`config.mk`:
```
export PLATFORM = sky130hd
export DESIGN_NAME = pix_stream_packer
export DESIGN_NICKNAME = d
export VERILOG_FILES = /design/src/rtl/pix_stream_packer.sv
export SDC_FILE = /design/constraint.sdc
export NUM_CORES = 1
export LEC_CHECK = 0
export ABC_AREA = 1
export CAP_MARGIN = 20
export CORE_MARGIN = 4
export CORE_UTILIZATION = 45
export DETAILED_ROUTE_END_ITERATION = 8
export GPL_ROUTABILITY_DRIVEN = 0
export SLEW_MARGIN = 30
export SYNTH_ARGS = -nofsm -noshare
export SYNTH_HDL_FRONTEND = slang
export SYNTH_SLANG_ARGS = --single-unit
export TNS_END_PERCENT = 5
```
`constraint.sdc`:
```
create_clock -name clk -period 5.4 [get_ports clk]
set_input_delay 0.54 -clock clk [delete_from_list [all_inputs] [get_ports clk]]
set_output_delay 0.54 -clock clk [all_outputs]
set_load 0.05 [all_outputs]
```
`src/rtl/pix_stream_packer.sv`:
```
// Packs raw or multi-channel pixels and 16-bit header words LSB-first into OUT_WIDTH-bit stream words.
// Latency: 1 cycle input to output; an event that forces a zero-padded flush appears 2 cycles after its input.
// Backpressure: busy is high for the flush cycle; dvi during busy is dropped and sets sticky overflow.
module pix_stream_packer #(
    parameter int PIXEL_WIDTH     = 10,
    parameter int NUM_CHAN        = 3,
    parameter int OUT_WIDTH       = 32,
    parameter int RAW_PIXEL_SHIFT = 0,
    parameter int DTYPE_WIDTH     = 4,
    // Data type encodings shared with the rest of the stream path
    parameter logic [DTYPE_WIDTH-1:0] DTYPE_PIXEL_MASK   = 4'h8,
    parameter logic [DTYPE_WIDTH-1:0] DTYPE_FRAME_START  = 4'h1,
    parameter logic [DTYPE_WIDTH-1:0] DTYPE_FRAME_END    = 4'h2,
    parameter logic [DTYPE_WIDTH-1:0] DTYPE_HEADER_START = 4'h3,
    parameter logic [DTYPE_WIDTH-1:0] DTYPE_HEADER       = 4'h4,
    // Header word index that carries the image type
    parameter int IMAGE_TYPE_IDX = 2
) (
    input  logic                            clk,
    input  logic                            resetb,
    input  logic [15:0]                     image_type,
    input  logic                            dvi,
    input  logic [DTYPE_WIDTH-1:0]          dtypei,
    input  logic [15:0]                     meta_datai,
    input  logic [NUM_CHAN*PIXEL_WIDTH-1:0] pix,
    output logic                            dvo,
    output logic [DTYPE_WIDTH-1:0]          dtypeo,
    output logic [OUT_WIDTH-1:0]            datao,
    output logic                            busy,
    output logic                            overflow
);

    localparam int CW     = NUM_CHAN * PIXEL_WIDTH;
    localparam int BUF_W  = OUT_WIDTH + CW;
    localparam int POS_W  = $clog2(2 * OUT_WIDTH);
    localparam int SLOTS  = OUT_WIDTH / 16;
    localparam int SLOT_W = $clog2(SLOTS);

    localparam logic [POS_W-1:0]  OW_P     = POS_W'(OUT_WIDTH);
    localparam logic [POS_W-1:0]  RAW_W_P  = POS_W'(PIXEL_WIDTH);
    localparam logic [POS_W-1:0]  COL_W_P  = POS_W'(CW);
    localparam logic [CW-1:0]     RAW_MASK = CW'({PIXEL_WIDTH{1'b1}});
    localparam logic [SLOT_W-1:0] LAST_SLOT = SLOT_W'(SLOTS - 1);
    localparam logic [15:0]       IMG_IDX  = 16'(IMAGE_TYPE_IDX);

    if (OUT_WIDTH != 32 && OUT_WIDTH != 64) begin : g_bad_ow
        $error("pix_stream_packer: OUT_WIDTH must be 32 or 64");
    end
    if (CW > OUT_WIDTH) begin : g_bad_cw
        $error("pix_stream_packer: NUM_CHAN*PIXEL_WIDTH must not exceed OUT_WIDTH");
    end

    // Packing state
    logic [BUF_W-1:0]       buf_q, buf_d;
    logic [POS_W-1:0]       pos_q, pos_d;
    logic [OUT_WIDTH-1:0]   hbuf_q, hbuf_d;
    logic [15:0]            hidx_q, hidx_d;
    logic [DTYPE_WIDTH-1:0] sav_dtype_q, sav_dtype_d;

    // Event held back while its flush word is on the output
    logic                   pend_q, pend_d;
    logic [DTYPE_WIDTH-1:0] ev_dtype_q, ev_dtype_d;
    logic [15:0]            ev_meta_q, ev_meta_d;
    logic [CW-1:0]          ev_pix_q, ev_pix_d;

    // Registered outputs
    logic                   dvo_q, dvo_d;
    logic [DTYPE_WIDTH-1:0] dtypeo_q, dtypeo_d;
    logic [OUT_WIDTH-1:0]   datao_q, datao_d;
    logic                   ovf_q, ovf_d;

    // Working signals for the event being processed this cycle
    logic                   src_vld;
    logic [DTYPE_WIDTH-1:0] src_dtype;
    logic [15:0]            src_meta;
    logic [CW-1:0]          src_pix;
    logic                   is_pix, is_fs, is_fe, is_hs, is_hdr;
    logic                   flush_hdr, flush_pix;
    logic [CW-1:0]          pix_val;
    logic [POS_W-1:0]       pix_w;
    logic [POS_W-1:0]       pos_sum;
    logic [BUF_W-1:0]       packed_buf;
    logic [15:0]            hdr_word;
    logic [OUT_WIDTH-1:0]   hbuf_ins;

    // Next-state: pick the replayed event when one is pending, then pack/flush it
    always_comb begin
        buf_d       = buf_q;
        pos_d       = pos_q;
        hbuf_d      = hbuf_q;
        hidx_d      = hidx_q;
        sav_dtype_d = sav_dtype_q;
        pend_d      = 1'b0;
        ev_dtype_d  = ev_dtype_q;
        ev_meta_d   = ev_meta_q;
        ev_pix_d    = ev_pix_q;
        dvo_d       = 1'b0;
        dtypeo_d    = dtypei;
        datao_d     = '0;
        ovf_d       = ovf_q;

        // While busy the live input is ignored and the held event is replayed
        if (pend_q) begin
            src_vld   = 1'b1;
            src_dtype = ev_dtype_q;
            src_meta  = ev_meta_q;
            src_pix   = ev_pix_q;
        end else begin
            src_vld   = dvi;
            src_dtype = dtypei;
            src_meta  = meta_datai;
            src_pix   = pix;
        end

        is_pix = (src_dtype & DTYPE_PIXEL_MASK) != '0;
        is_fs  = !is_pix && (src_dtype == DTYPE_FRAME_START);
        is_fe  = !is_pix && (src_dtype == DTYPE_FRAME_END);
        is_hs  = !is_pix && (src_dtype == DTYPE_HEADER_START);
        is_hdr = !is_pix && (src_dtype == DTYPE_HEADER);

        // A partial header is closed by any non-header event; a partial pixel word only by frame end
        flush_hdr = src_vld && !is_hdr && (hidx_q[SLOT_W-1:0] != '0);
        flush_pix = src_vld && is_fe && (pos_q != '0) && !flush_hdr;

        if (image_type == 16'h0000) begin
            pix_val = CW'({{CW{1'b0}}, src_meta} >> RAW_PIXEL_SHIFT) & RAW_MASK;
            pix_w   = RAW_W_P;
        end else begin
            pix_val = src_pix;
            pix_w   = COL_W_P;
        end
        pos_sum    = pos_q + pix_w;
        packed_buf = buf_q | ({{OUT_WIDTH{1'b0}}, pix_val} << pos_q);

        hdr_word = (hidx_q == IMG_IDX) ? image_type : src_meta;
        hbuf_ins = hbuf_q;
        hbuf_ins[{hidx_q[SLOT_W-1:0], 4'b0000} +: 16] = hdr_word;

        if (src_vld) begin
            if (flush_hdr) begin
                dvo_d      = 1'b1;
                datao_d    = hbuf_q;
                dtypeo_d   = DTYPE_HEADER;
                hbuf_d     = '0;
                hidx_d     = '0;
                pend_d     = 1'b1;
                ev_dtype_d = src_dtype;
                ev_meta_d  = src_meta;
                ev_pix_d   = src_pix;
            end else if (flush_pix) begin
                dvo_d      = 1'b1;
                datao_d    = buf_q[OUT_WIDTH-1:0];
                dtypeo_d   = sav_dtype_q;
                buf_d      = '0;
                pos_d      = '0;
                pend_d     = 1'b1;
                ev_dtype_d = src_dtype;
                ev_meta_d  = src_meta;
                ev_pix_d   = src_pix;
            end else if (is_pix) begin
                dtypeo_d    = src_dtype;
                sav_dtype_d = src_dtype;
                if (pos_sum >= OW_P) begin
                    dvo_d   = 1'b1;
                    datao_d = packed_buf[OUT_WIDTH-1:0];
                    buf_d   = packed_buf >> OUT_WIDTH;
                    pos_d   = pos_sum - OW_P;
                end else begin
                    buf_d   = packed_buf;
                    pos_d   = pos_sum;
                end
            end else if (is_fs || is_hs) begin
                dvo_d    = 1'b1;
                dtypeo_d = src_dtype;
                buf_d    = '0;
                pos_d    = '0;
                hbuf_d   = '0;
                hidx_d   = '0;
                if (is_fs) begin
                    ovf_d = 1'b0;
                end
            end else if (is_hdr) begin
                dtypeo_d = src_dtype;
                hidx_d   = hidx_q + 16'd1;
                if (hidx_q[SLOT_W-1:0] == LAST_SLOT) begin
                    dvo_d   = 1'b1;
                    datao_d = hbuf_ins;
                    hbuf_d  = '0;
                end else begin
                    hbuf_d  = hbuf_ins;
                end
            end else begin
                // Frame end with no residual, or any other marker: pass through with zero data
                dvo_d    = 1'b1;
                dtypeo_d = src_dtype;
            end
        end

        // A dropped input during busy wins over a clearing frame start being replayed
        if (pend_q && dvi) begin
            ovf_d = 1'b1;
        end
    end

    // State and output registers, cleared asynchronously so a partial word is discarded
    always_ff @(posedge clk or negedge resetb) begin
        if (!resetb) begin
            buf_q       <= '0;
            pos_q       <= '0;
            hbuf_q      <= '0;
            hidx_q      <= '0;
            sav_dtype_q <= '0;
            pend_q      <= 1'b0;
            ev_dtype_q  <= '0;
            ev_meta_q   <= '0;
            ev_pix_q    <= '0;
            dvo_q       <= 1'b0;
            dtypeo_q    <= '0;
            datao_q     <= '0;
            ovf_q       <= 1'b0;
        end else begin
            buf_q       <= buf_d;
            pos_q       <= pos_d;
            hbuf_q      <= hbuf_d;
            hidx_q      <= hidx_d;
            sav_dtype_q <= sav_dtype_d;
            pend_q      <= pend_d;
            ev_dtype_q  <= ev_dtype_d;
            ev_meta_q   <= ev_meta_d;
            ev_pix_q    <= ev_pix_d;
            dvo_q       <= dvo_d;
            dtypeo_q    <= dtypeo_d;
            datao_q     <= datao_d;
            ovf_q       <= ovf_d;
        end
    end

    assign dvo      = dvo_q;
    assign dtypeo   = dtypeo_q;
    assign datao    = datao_q;
    assign busy     = pend_q;
    assign overflow = ovf_q;

endmodule

```
==> flow_summary.rst <==
.. list-table::
   :header-rows: 1

   * - Metric
     - Value
   * - Result of the run
     - completed
   * - Cell repeated most along the worst path
     - sky130_fd_sc_hd__nor2_1
   * - Setup crit end kind
     - flip-flop
   * - Synthesized flop and latch total
     - between 200 and 250
   * - Power density over cell area
     - 682 mW/mm^2
   * - Number of antenna violations at the first check in global routing
     - 0
   * - Horizontal die dimension
     - between 150 and 200 um
   * - Library cell contributing the largest single delay on the critical path
     - sky130_fd_sc_hd__nor2_1
   * - Post-CTS Setup Inserts
     - 0
   * - Number of flops mapped to enable cells by yosys
     - 0
   * - Worst clock skew on the final layout
     - about 21 ps
   * - Level count of the clock H-tree
     - 1
   * - Type of the most critical hold path
     - input port to async pin
   * - Count of endpoints failing hold in the final timing report
     - 0
   * - Residual overflow from global routing
     - 0
   * - Filler instances
     - 2672
   * - Global-route wire length before repair
     - roughly 65 mm
   * - Tightest hold margin
     - 34.4 ps
   * - Clock root buffer
     - sky130_fd_sc_hd__clkbuf_16
   * - Predominant post-synthesis flop cell
     - sky130_fd_sc_hd__dfrtp_1
   * - Ant. Diodes
     - 0
   * - Max incr delay on CP
     - roughly 550 ps
   * - Highest fanout seen on the critical path
     - 33
   * - Post-placement worst setup slack
     - roughly 970 ps
   * - Post-route DRC
     - 0
   * - Worst Path Arrival
     - about 4400 ps
   * - Max Buffers Root-to-Sink
     - 3
   * - Count of hold buffers inserted by post-cts repair
     - 0
   * - Final Util
     - 53.1%
   * - Flop2flop setup slack
     - around 1800 ps
   * - Static power due to leakage
     - 0.00678 uW
   * - IO Count
     - approximately 110
   * - Ratio of final minimum period to clock period
     - between 70% and 80%
   * - Layout overhead on the synthesized area
     - 16.2%
   * - Post-route setup TNS
     - 0 ps
   * - Number of antenna-violating nets in the routed design
     - 0
   * - Die Span Y
     - about 170 um
   * - Avg Synthesized Cell Area
     - roughly 7.1 um^2
   * - Cell area after layout
     - between 0.01 and 0.015 mm^2
   * - Unrepaired setup endpoints after global routing
     - false
   * - Highest clock rate
     - ~250 MHz
   * - Mapped Area
     - around 0.012 mm^2
   * - First DRT Iteration DRCs
     - between 1k and 1.5k
   * - Register area share after synthesis
     - 42.3%
   * - Tmin final
     - roughly 4000 ps
   * - CTS tree
     - yes
   * - Placed instance area
     - roughly 0.013 mm^2
   * - Half-perimeter wire length after placement
     - 28.9 mm
   * - Series of cell instances along the critical path
     - clkdlybuf4s50_1, nor2_1, nand2_1, nor2_1, nand2_1, fa_1, nor2_1, nor2_1, nor2_1, xor2_1, nand3_1, inv_2, buf_4, nand2_1, o211ai_1
   * - Final-stage net count
     - around 1.8k
   * - Distinct cells, synth
     - 54
   * - Number of instances in the synthesized netlist
     - around 1.7k
   * - Total detailed-routing wirelength
     - approximately 40 mm
   * - Max-slew violations
     - 0
   * - Per-cell via count in the routed design
     - about 5.7
   * - GRT Overall Usage
     - a little over a quarter
   * - Vias in the first global route
     - around 11k
   * - Crit path buffers/inverters
     - 3
   * - CP Data Required Time
     - 5850 ps
   * - Type of element launching the critical path
     - input port
   * - Via count
     - between 10k and 15k
   * - Total of cells resized after clock tree synthesis
     - 0
   * - Sink count of the clock tree
     - between 200 and 250
   * - Total CTS buffers
     - 26
   * - Detailed Routing Iterations Pass 1
     - 5
   * - Number of placement rows
     - 60
   * - Area of the placeable core
     - 0.0269 mm^2
   * - Fraction of final layout cells sized beyond drive strength 1
     - ~5.4%
   * - Kind of cell with the highest combined delay on the critical path
     - simple AND/OR/NAND/NOR gates
   * - Number of failing setup endpoints in the final timing report
     - 0
   * - Type of the worst setup path
     - input port to flip-flop
   * - Worst skew pair latency
     - 540 ps
   * - Clock slew at reported path FFs
     - roughly 60 ps
   * - Average wire length per cell after detail routing
     - about 19 um
   * - Remaining max-slew budget at the tightest pin
     - about two fifths
   * - Setup WS post-layout
     - roughly 1400 ps
   * - Largest net degree at the start of global routing
     - 120
   * - Port buffer count
     - ~110
   * - Yosys warning total
     - 0
   * - Die footprint
     - 0.0300 mm^2
   * - Count of max-cap constraint violations
     - 0
   * - Synthesized net count
     - roughly 1.8k
   * - Post-synthesis async set-or-reset flop share
     - between 90% and 100%
   * - Worst vdd rail ir drop
     - roughly 0.41 mV
   * - Initial standard-cell utilization of the core
     - a little under half
   * - Worst-Margin Slew
     - ~890 ps
logic make-up (layout without fill, tap and decap cells):
group | Yosys count | after routing | synth area share (%)
AND/OR/NAND/NOR | 948 | 948 | 33.0
AO/OA/AOI/OAI | 297 | 297 | 14.3
buffers and inverters | 245 | 304 | 8.12
flip-flops | 208 | 208 | 42.3
multiplexers | 16 | 16 | 1.30
adder cells (fa/ha/maj) | 5 | 5 | 0.570
XOR/XNOR | 5 | 5 | 0.356
registers in the layout (all words and copies together) (netlist names):
register and flops:
buf_q 62, datao 32, hbuf_q 32, ev_pix_q 30, ev_meta_q 16, hidx_q 16, pos_q 5, dtypeo 4
ev_dtype_q 4, sav_dtype_q 4, busy 1, dvo 1, overflow 1
worst register-to-register path, stage by stage, from the launching register on:
cell,delay [ps]
sky130_fd_sc_hd__dfrtp_1,400
sky130_fd_sc_hd__inv_4,390
sky130_fd_sc_hd__nand2_1,130
sky130_fd_sc_hd__o21ai_2,170
sky130_fd_sc_hd__nand4_4,210
sky130_fd_sc_hd__nand2_2,350
sky130_fd_sc_hd__nand2_1,140
sky130_fd_sc_hd__inv_2,380
sky130_fd_sc_hd__nand3_1,240
sky130_fd_sc_hd__inv_2,480
sky130_fd_sc_hd__buf_4,460
sky130_fd_sc_hd__nand2_1,110
sky130_fd_sc_hd__o211ai_1,110
placed cells by master, fill, tap and decap left out, drive strengths merged, types with 4 or more instances in the layout:
cell type,count
clkdlybuf4s50,106
nor2,121
or2,4
xor2,5
mux2i,16
o22ai,4
nor3,4
nand3,253
o221ai,11
o31ai,19
clkinv,6
a22oi,6
nand4,22
clkbuf,34
a31oi,5
o211ai,15
nor4,6
nand2,534
a21boi,5
inv,134
dfrtp,208
o21ai,127
buf,19
o21bai,11
a21oi,82
ha,4
clkinvlp,5
routing by layer:
| layer | up-vias | part of all wire [%] | GRT usage [%] | wire [um] |
|---|---|---|---|---|
| met5 | - | 0 | 0 | 0 |
| met4 | 0 | 3.5 | 8.38 | 1410 |
| met3 | 81 | 7.3 | 5.32 | 2970 |
| met2 | 474 | 44 | 40.4 | 18000 |
| met1 | 5670 | 45 | 38.7 | 18400 |
| li1 | 5795 | - | - | - |
synth_stat cells, drive strengths merged (2+ instances only):
library cell,count,share of area [%]
a22oi,6,0.37
o21bai,11,0.67
or2,4,0.20
o221ai,11,0.78
a21oi,82,3.4
o21ai,127,5.3
a21boi,5,0.31
a22o,3,0.21
clkinv,2,0.061
dfrtp,208,42
ha,4,0.41
nor2,121,4.0
o31ai,19,1.2
buf,54,2.3
xor2,5,0.36
inv,133,4.1
nand3,253,10
and2,3,0.15
o21a,3,0.18
o211ai,15,0.92
a31oi,5,0.25
clkbuf,56,1.7
nor3,4,0.20
o22ai,4,0.20
nand2,534,16
nand4,22,1.2
mux2i,16,1.3
nor4,6,0.31
where the power goes:
part | switching [uW] | internal, uW | leakage [uW]
Sequential | 314 | 2090 | 0.00269
Combinational | 4080 | 1600 | 0.00371
Clock | 703 | 949 | 0.000379
Total | 5100 | 4650 | 0.00678
path summary, 6_finish.rpt:
path / from / end / depth (start not counted)
hold reg to reg: hbuf_q[16] / datao[16] / 2
min in group clk: hbuf_q[16] / datao[16] / 2
setup reg to reg: busy / buf_q[12] / 12
hold / removal: resetb / buf_q[37] / 1
setup / recovery: image_type[6] / buf_q[12] / 15
max in group asynchronous: resetb / ev_pix_q[1] / 2
cell type report:
cell class	instances	area (um^2)	share of cell area (%)
multi-input cells	1271	6110	42.8
flip-flops and latches	208	5200	36.4
repair buffers	126	1230	8.61
clock buffers	33	728	5.10
inverters	135	509	3.57
well taps	341	427	2.99
clock inverters	10	73.8	0.517
stage by stage:
| stage | instances | total power, uW |
|---|---|---|
| 6_report | 2124 | 9740 |
| 3_5_place_dp | 2081 | 8050 |
| 3_3_place_gp | 2080 | 7990 |
| 5_1_grt | 2124 | 10500 |
| 4_1_cts | 2124 | 9730 |
| 2_1_floorplan | 1724 | 6320 |
(Power assumes the default switching activity.)
